<file path="config.mk">
export PLATFORM = sky130hd
export DESIGN_NAME = bram_port_arbiter
export DESIGN_NICKNAME = d
export VERILOG_FILES = /design/src/rtl/bram_port_arbiter_pkg.sv /design/src/rtl/bram_port_arbiter_arb.sv /design/src/rtl/bram_port_arbiter.sv
export SDC_FILE = /design/constraint.sdc
export NUM_CORES = 1
export LEC_CHECK = 0
export ABC_CLOCK_PERIOD_IN_PS = 1900
export CAP_MARGIN = 20
export CORE_MARGIN = 2
export CORE_UTILIZATION = 39
export DETAILED_ROUTE_END_ITERATION = 10
export PLACE_DENSITY = 0.76
export SLEW_MARGIN = 20
export SYNTH_ARGS = -nofsm -noshare
export SYNTH_HDL_FRONTEND = slang
export SYNTH_HIERARCHICAL = 1
export SYNTH_SLANG_ARGS = --single-unit
export TNS_END_PERCENT = 5
</file>
<file path="constraint.sdc">
create_clock -name clk -period 1.9 [get_ports clk]
set_clock_uncertainty 0.05 [all_clocks]
set_input_delay 0.38 -clock clk [delete_from_list [all_inputs] [get_ports clk]]
set_output_delay 0.38 -clock clk [all_outputs]
set_load 0.01 [all_outputs]
</file>
<file path="src/rtl/bram_port_arbiter_pkg.sv">
// Shared definitions for the image BRAM port arbiter: requester indices,
// read-tag layout, arbiter FSM encoding and small index/one-hot helpers.
// Latency: n/a (package). Backpressure: n/a.
package bram_port_arbiter_pkg;

  localparam int NREQ  = 3;
  localparam int IDX_W = 2;

  localparam logic [IDX_W-1:0] REQ_LOAD = 2'd0;  // AXI-Stream loader
  localparam logic [IDX_W-1:0] REQ_DWT  = 2'd1;  // DWT engine
  localparam logic [IDX_W-1:0] REQ_COMP = 2'd2;  // compression engine

  // Read-latency tag carried alongside each issued read.
  typedef struct packed {
    logic             vld;
    logic [IDX_W-1:0] idx;
  } tag_t;

  typedef enum logic {
    ARB_IDLE = 1'b0,
    ARB_OWN  = 1'b1
  } arb_state_t;

  // Round-robin successor, wrapping the last requester back to the first.
  function automatic logic [IDX_W-1:0] next_idx(input logic [IDX_W-1:0] i);
    return (i == REQ_COMP) ? REQ_LOAD : i + 2'd1;
  endfunction

  function automatic logic [NREQ-1:0] idx_to_onehot(input logic [IDX_W-1:0] i);
    logic [NREQ-1:0] oh;
    oh    = '0;
    oh[i] = 1'b1;
    return oh;
  endfunction

  function automatic logic [IDX_W-1:0] onehot_to_idx(input logic [NREQ-1:0] oh);
    logic [IDX_W-1:0] idx;
    case (oh)
      3'b010:  idx = REQ_DWT;
      3'b100:  idx = REQ_COMP;
      default: idx = REQ_LOAD;
    endcase
    return idx;
  endfunction

endpackage

</file>
<file path="src/rtl/bram_port_arbiter_arb.sv">
// Round-robin arbiter with burst hold for one BRAM port (three requesters).
// Latency: grant is combinational from req and current owner/burst state.
// Backpressure: a requester is stalled simply by not being granted; owner keeps
//   the port for up to MAX_BURST grants while others wait, then yields.
// Ports: clk, rst (async active-low), req[2:0] in; gnt[2:0] one-hot out,
//   gnt_idx = index of the granted requester (meaningful only when |gnt).
module rr_burst_arb
  import bram_port_arbiter_pkg::*;
#(
  parameter int MAX_BURST = 8
) (
  input  logic             clk,
  input  logic             rst,
  input  logic [NREQ-1:0]  req,
  output logic [NREQ-1:0]  gnt,
  output logic [IDX_W-1:0] gnt_idx
);

  localparam int CNT_W = (MAX_BURST > 1) ? $clog2(MAX_BURST) : 1;
  localparam logic [CNT_W-1:0] BURST_LAST = CNT_W'(MAX_BURST - 1);

  arb_state_t       state_q, state_d;
  logic [IDX_W-1:0] owner_q, owner_d;
  logic [IDX_W-1:0] ptr_q, ptr_d;
  logic [CNT_W-1:0] burst_q, burst_d;
  logic [NREQ-1:0]  gnt_c;

  // Search orders: from the rr pointer (idle) and after the owner (handover).
  logic [IDX_W-1:0] p1, p2, o1, o2;
  logic             others;

  assign p1     = next_idx(ptr_q);
  assign p2     = next_idx(p1);
  assign o1     = next_idx(owner_q);
  assign o2     = next_idx(o1);
  assign others = |(req & ~idx_to_onehot(owner_q));

  always_ff @(posedge clk or negedge rst) begin
    if (!rst) begin
      state_q <= ARB_IDLE;
      owner_q <= '0;
      ptr_q   <= '0;
      burst_q <= '0;
    end else begin
      state_q <= state_d;
      owner_q <= owner_d;
      ptr_q   <= ptr_d;
      burst_q <= burst_d;
    end
  end

  always_comb begin
    state_d = state_q;
    owner_d = owner_q;
    ptr_d   = ptr_q;
    burst_d = burst_q;
    gnt_c   = '0;
    case (state_q)
      ARB_IDLE: begin
        burst_d = '0;
        if (req[ptr_q]) begin
          state_d = ARB_OWN;
          owner_d = ptr_q;
        end else if (req[p1]) begin
          state_d = ARB_OWN;
          owner_d = p1;
        end else if (req[p2]) begin
          state_d = ARB_OWN;
          owner_d = p2;
        end
        if (state_d == ARB_OWN) gnt_c = idx_to_onehot(owner_d);
      end
      ARB_OWN: begin
        if (req[owner_q] && ((burst_q < BURST_LAST) || !others)) begin
          gnt_c = idx_to_onehot(owner_q);
          if (burst_q != BURST_LAST) burst_d = burst_q + CNT_W'(1);
        end else begin
          // Release: owner dropped its request or used up its burst while
          // someone else waits. Hand over in the same cycle if possible.
          ptr_d   = o1;
          burst_d = '0;
          if (req[o1]) begin
            owner_d = o1;
            gnt_c   = idx_to_onehot(o1);
          end else if (req[o2]) begin
            owner_d = o2;
            gnt_c   = idx_to_onehot(o2);
          end else begin
            state_d = ARB_IDLE;
          end
        end
      end
      default: state_d = ARB_IDLE;
    endcase
  end

  // Grant is forced low while reset is asserted so no transfer is seen then.
  assign gnt     = rst ? gnt_c : '0;
  assign gnt_idx = owner_d;

endmodule

</file>
<file path="src/rtl/bram_port_arbiter.sv">
// Shares one simple-dual-port image BRAM (A write, B read) between loader,
// DWT and compression engines; routes read data back by latency tag.
// Latency: grant comb; write commits 1 edge after grant; read data 2 cycles
//   after grant, one read per cycle sustained.
// Backpressure: non-granted requesters hold req/address until granted.
// Ports: clk, rst (async active-low); rd_req/rd_addr -> rd_gnt, rd_valid,
//   rd_data; wr_req/wr_addr/wr_data -> wr_gnt; BRAM pins addra/dina/wea,
//   addrb, doutb.
// Option: define BRAM_ARB_RAW_FWD_EN for write-first forwarding on a
//   same-cycle read/write address match (default read-first).
module bram_port_arbiter
  import bram_port_arbiter_pkg::*;
#(
  parameter int ADDR_W    = 12,
  parameter int DATA_W    = 10,
  parameter int MAX_BURST = 8
) (
  input  logic                     clk,
  input  logic                     rst,
  input  logic [NREQ-1:0]          rd_req,
  input  logic [NREQ*ADDR_W-1:0]   rd_addr,
  output logic [NREQ-1:0]          rd_gnt,
  output logic [NREQ-1:0]          rd_valid,
  output logic [DATA_W-1:0]        rd_data,
  input  logic [NREQ-1:0]          wr_req,
  input  logic [NREQ*ADDR_W-1:0]   wr_addr,
  input  logic [NREQ*DATA_W-1:0]   wr_data,
  output logic [NREQ-1:0]          wr_gnt,
  output logic [ADDR_W-1:0]        addra,
  output logic [DATA_W-1:0]        dina,
  output logic                     wea,
  output logic [ADDR_W-1:0]        addrb,
  input  logic [DATA_W-1:0]        doutb
);

  logic [IDX_W-1:0] rd_idx, wr_idx;

  rr_burst_arb #(.MAX_BURST(MAX_BURST)) u_rd_arb (
    .clk     (clk),
    .rst     (rst),
    .req     (rd_req),
    .gnt     (rd_gnt),
    .gnt_idx (rd_idx)
  );

  rr_burst_arb #(.MAX_BURST(MAX_BURST)) u_wr_arb (
    .clk     (clk),
    .rst     (rst),
    .req     (wr_req),
    .gnt     (wr_gnt),
    .gnt_idx (wr_idx)
  );

  // Port A: register the winner; address/data hold when nothing is written.
  always_ff @(posedge clk or negedge rst) begin
    if (!rst) begin
      addra <= '0;
      dina  <= '0;
      wea   <= 1'b0;
    end else if (|wr_gnt) begin
      addra <= wr_addr[wr_idx*ADDR_W +: ADDR_W];
      dina  <= wr_data[wr_idx*DATA_W +: DATA_W];
      wea   <= 1'b1;
    end else begin
      wea   <= 1'b0;
    end
  end

  // Port B: stage 1 = address registered onto the BRAM, stage 2 = BRAM
  // output register valid. The tag follows the address through both.
  tag_t tag_s1, tag_s2;

  always_ff @(posedge clk or negedge rst) begin
    if (!rst) begin
      addrb  <= '0;
      tag_s1 <= '0;
      tag_s2 <= '0;
    end else begin
      if (|rd_gnt) addrb <= rd_addr[rd_idx*ADDR_W +: ADDR_W];
      tag_s1.vld <= |rd_gnt;
      tag_s1.idx <= (|rd_gnt) ? rd_idx : '0;
      tag_s2     <= tag_s1;
    end
  end

  logic [DATA_W-1:0] rd_sel;

`ifdef BRAM_ARB_RAW_FWD_EN
  // A read and write hitting the same address in the same BRAM cycle: the
  // BRAM itself is read-first, so substitute the written word at stage 2.
  logic              fwd_hit;
  logic [DATA_W-1:0] fwd_dat;

  always_ff @(posedge clk or negedge rst) begin
    if (!rst) begin
      fwd_hit <= 1'b0;
      fwd_dat <= '0;
    end else begin
      fwd_hit <= tag_s1.vld && wea && (addra == addrb);
      fwd_dat <= dina;
    end
  end

  assign rd_sel = fwd_hit ? fwd_dat : doutb;
`else
  assign rd_sel = doutb;
`endif

  assign rd_valid = tag_s2.vld ? idx_to_onehot(tag_s2.idx) : '0;
  assign rd_data  = tag_s2.vld ? rd_sel : '0;

endmodule

</file>
==> results.toml <==
[placed_design]
place_ws_ps = -904
gp_congestion = 0.844
port_buffers = 173
dp_hpwl_um = 9910

[synthesis]
syn_nets = 566
synth_most_common_cell = "dfrtp_1"
synth_edf_count = 0
syn_area_mm2 = 0.00405
async_flop_share = 1.00
yosysSeqAreaShare = 0.352
synth_top_area_share = 0.352
synth_top_area_cell = "dfrtp_1"
synth.distinct_cells = 68
synthCells = 442
syn_area_per_cell_um2 = 9.16
synth-seq-cells = 57
synth_warnings = 6
synthTopCellsByArea = "dfrtp_1 (35%), mux2i_1 (9.4%), a31oi_1 (4.9%)"
synth_flop_cell = "dfrtp_1"
synth_common_cells = "dfrtp_1 (57), nor2_1 (48), nand2_1 (43), mux2i_1 (38), a31oi_1 (32)"

[cells_and_area]
final_core_util = 0.687
final_nets = 814
drive_above_1_share = 0.283
diodes = 0
fillerInstances = 807
area_delta_synth_final_pct = 72.7

[worst_setup_path]
cp_data_required_time_ps = 2110
critical_path_arrival_ps = 2530
crit_type = "register to register"
r2r_slack_ps = -430
crit_path_end_kind = "register"
critPathMaxFanout = 19
worstSetupStartpointType = "register"

[clock_network]
clkSlewWorstSetupHoldPaths_ps = 80
worstSkewPairLatency_ps = 340
cts_tree = "yes"
numCtsBuffers = 9
htreeDepth = 3
clock-sinks = 57
clock-root-buffer = "clkbuf_8"
clock_path_buffers = 2

[floorplan]
die_w_um = 106
core_area_mm2 = 0.0102
dieHeight_um = 106
io_pins = 174
start_util = 0.398
rows = 37
dieArea_mm2 = 0.0112

[status]
status = "finished with violations"
violations = "setup timing"

[route]
top_layer = "met4"
drt_iter0_drc = 154
wl_per_cell_um = 16.7
firstDrtPassIters = 4
drt_wl_total_um = 13800
vias = 4305
wl_met1_um = 5690
wl_met3_um = 905
antenna_left = 0
drc = 0
via_per_inst = 5.18
wl_met2_um = 6990

[sta]
slew_viol_final = 0
max_freq_mhz = 430
tightestPinTransition_ps = 557
finalHoldViolCount = 0
fin_crit_ps = 2330
worst_slack_ps = -428
slew-limit-headroom = 0.629
period_share = 1.23
rsz0062_at_grt = "yes"
setup_violations = 44

[run]
max_cap_violations = 0

[global_route]
grt_start_max_net_pins = 44
overflow = 0
antenna_found_initial = 1
grtUsageTotal = 0.245
grt_pass1_vias = 4342
grt_first_pass_wirelength_um = 21800

[power]
powerDensity_mw_per_mm2 = 1560
ir_worst_vdd_uv = 1110
leakagePower_nw = 2.99
total_power_mw = 10.9

[worst_hold_path]
hp-class = "input port to asynchronous set/reset pin"
report_power, final:
part | switching [mW] | internal (mW) | total, mW
clock | 0.563 | 0.751 | 1.31
sequential | 0.459 | 1.83 | 2.29
combinational | 3.34 | 3.97 | 7.30
total | 4.36 | 6.55 | 10.9
sequential cells by signal (all words and copies together), names as in the netlist, 2 cells and up:
signal            count
addra                12
addrb                12
dina                 10
tag_s1                3
tag_s2                3
u_rd_arb/burst_q      3
u_rd_arb/owner_q      2
u_rd_arb/ptr_q        2
u_wr_arb/burst_q      3
u_wr_arb/owner_q      2
u_wr_arb/ptr_q        2
what timing repair did:
action	CTS	global route
hold buffers	0	0
setup endpoints to repair	58	46
cloned	4	0
buffers inserted	14	1
pin swaps	21	29
resized for setup	92	35
layout by cell type (no fill, tap or decap), types with 4 or more instances in the layout:
cell type / instances
or2_1: 10
dfrtp_1: 49
a31oi_2: 4
clkdlybuf4s50_1: 147
nor2_2: 7
a21oi_1: 11
o21ai_0: 8
buf_6: 19
mux2i_1: 38
a31oi_1: 28
nand3b_1: 4
nand4_1: 4
nor3b_1: 5
buf_12: 6
buf_2: 6
nand2_1: 40
inv_1: 9
clkbuf_8: 9
and2_1: 13
ha_1: 4
or2_0: 16
dlygate4sd2_1: 17
clkinv_4: 4
nor2b_1: 4
o21ai_1: 4
dfrtp_2: 8
or2_2: 7
buf_4: 72
o21a_1: 4
nor2_1: 40
logic make-up (layout without fill, tap and decap cells):
family                   Yosys count  after routing  synth area share
adder cells (fa/ha/maj)            5              5            0.0151
XOR/XNOR                           3              3           0.00649
buffers and inverters             45            298            0.0865
AO/OA/AOI/OAI                    105            105             0.193
AND/OR/NAND/NOR                  187            187             0.248
flip-flops                        57             57             0.352
multiplexers                      40             40            0.0995
worst paths after layout:
path / startpoint / endpoint / cells past startpoint
max reg2reg: u_wr_arb/ptr_q[1] / dina[4] / 9
min: rst / u_rd_arb/ptr_q[0] / 3
min in group clk: tag_s1[1] / tag_s2[1] / 0
min reg2reg: tag_s1[1] / tag_s2[1] / 0
max: u_wr_arb/ptr_q[1] / dina[4] / 9
max in group asynchronous: rst / u_rd_arb/burst_q[2] / 2
critical path: stages, from the launching register on:
cell and delay (ps):
dfrtp_1 420, buf_6 170, a32oi_4 250, o41ai_4 120
buf_4 150, buf_4 120, a211o_1 300, buf_6 180
or2_1 280, a31oi_4 190
through the flow:
stage                     hold WS (ps)  std cells  TNS [ps]  area [um^2]
after global routing              56.4        831    -16430         6990
after CTS                         41.7        830    -13330         6890
final                             64.4        831    -13070         6990
after global placement             282        796    -37700         6330
after floorplan                   34.4        442     -6980         4080
after detailed placement           285        796    -39490         6330
area by class of cell:
type / count / area, um^2 / share of cell area
clock buffers: 9 / 124 / 0.0177
well taps: 136 / 170 / 0.0243
flip-flops and latches: 57 / 1440 / 0.205
inverters: 10 / 41.3 / 0.00590
repair buffers: 272 / 2620 / 0.374
clock inverters: 7 / 104 / 0.0149
multi-input cells: 340 / 2500 / 0.357
per-layer routing:
metal  global-route usage  vias up
li1                     -     2078
met1                0.296     2040
met2                0.430      159
met3               0.0521       28
met4               0.0883        0
met5                    0        -
(Power assumes the default switching activity.)
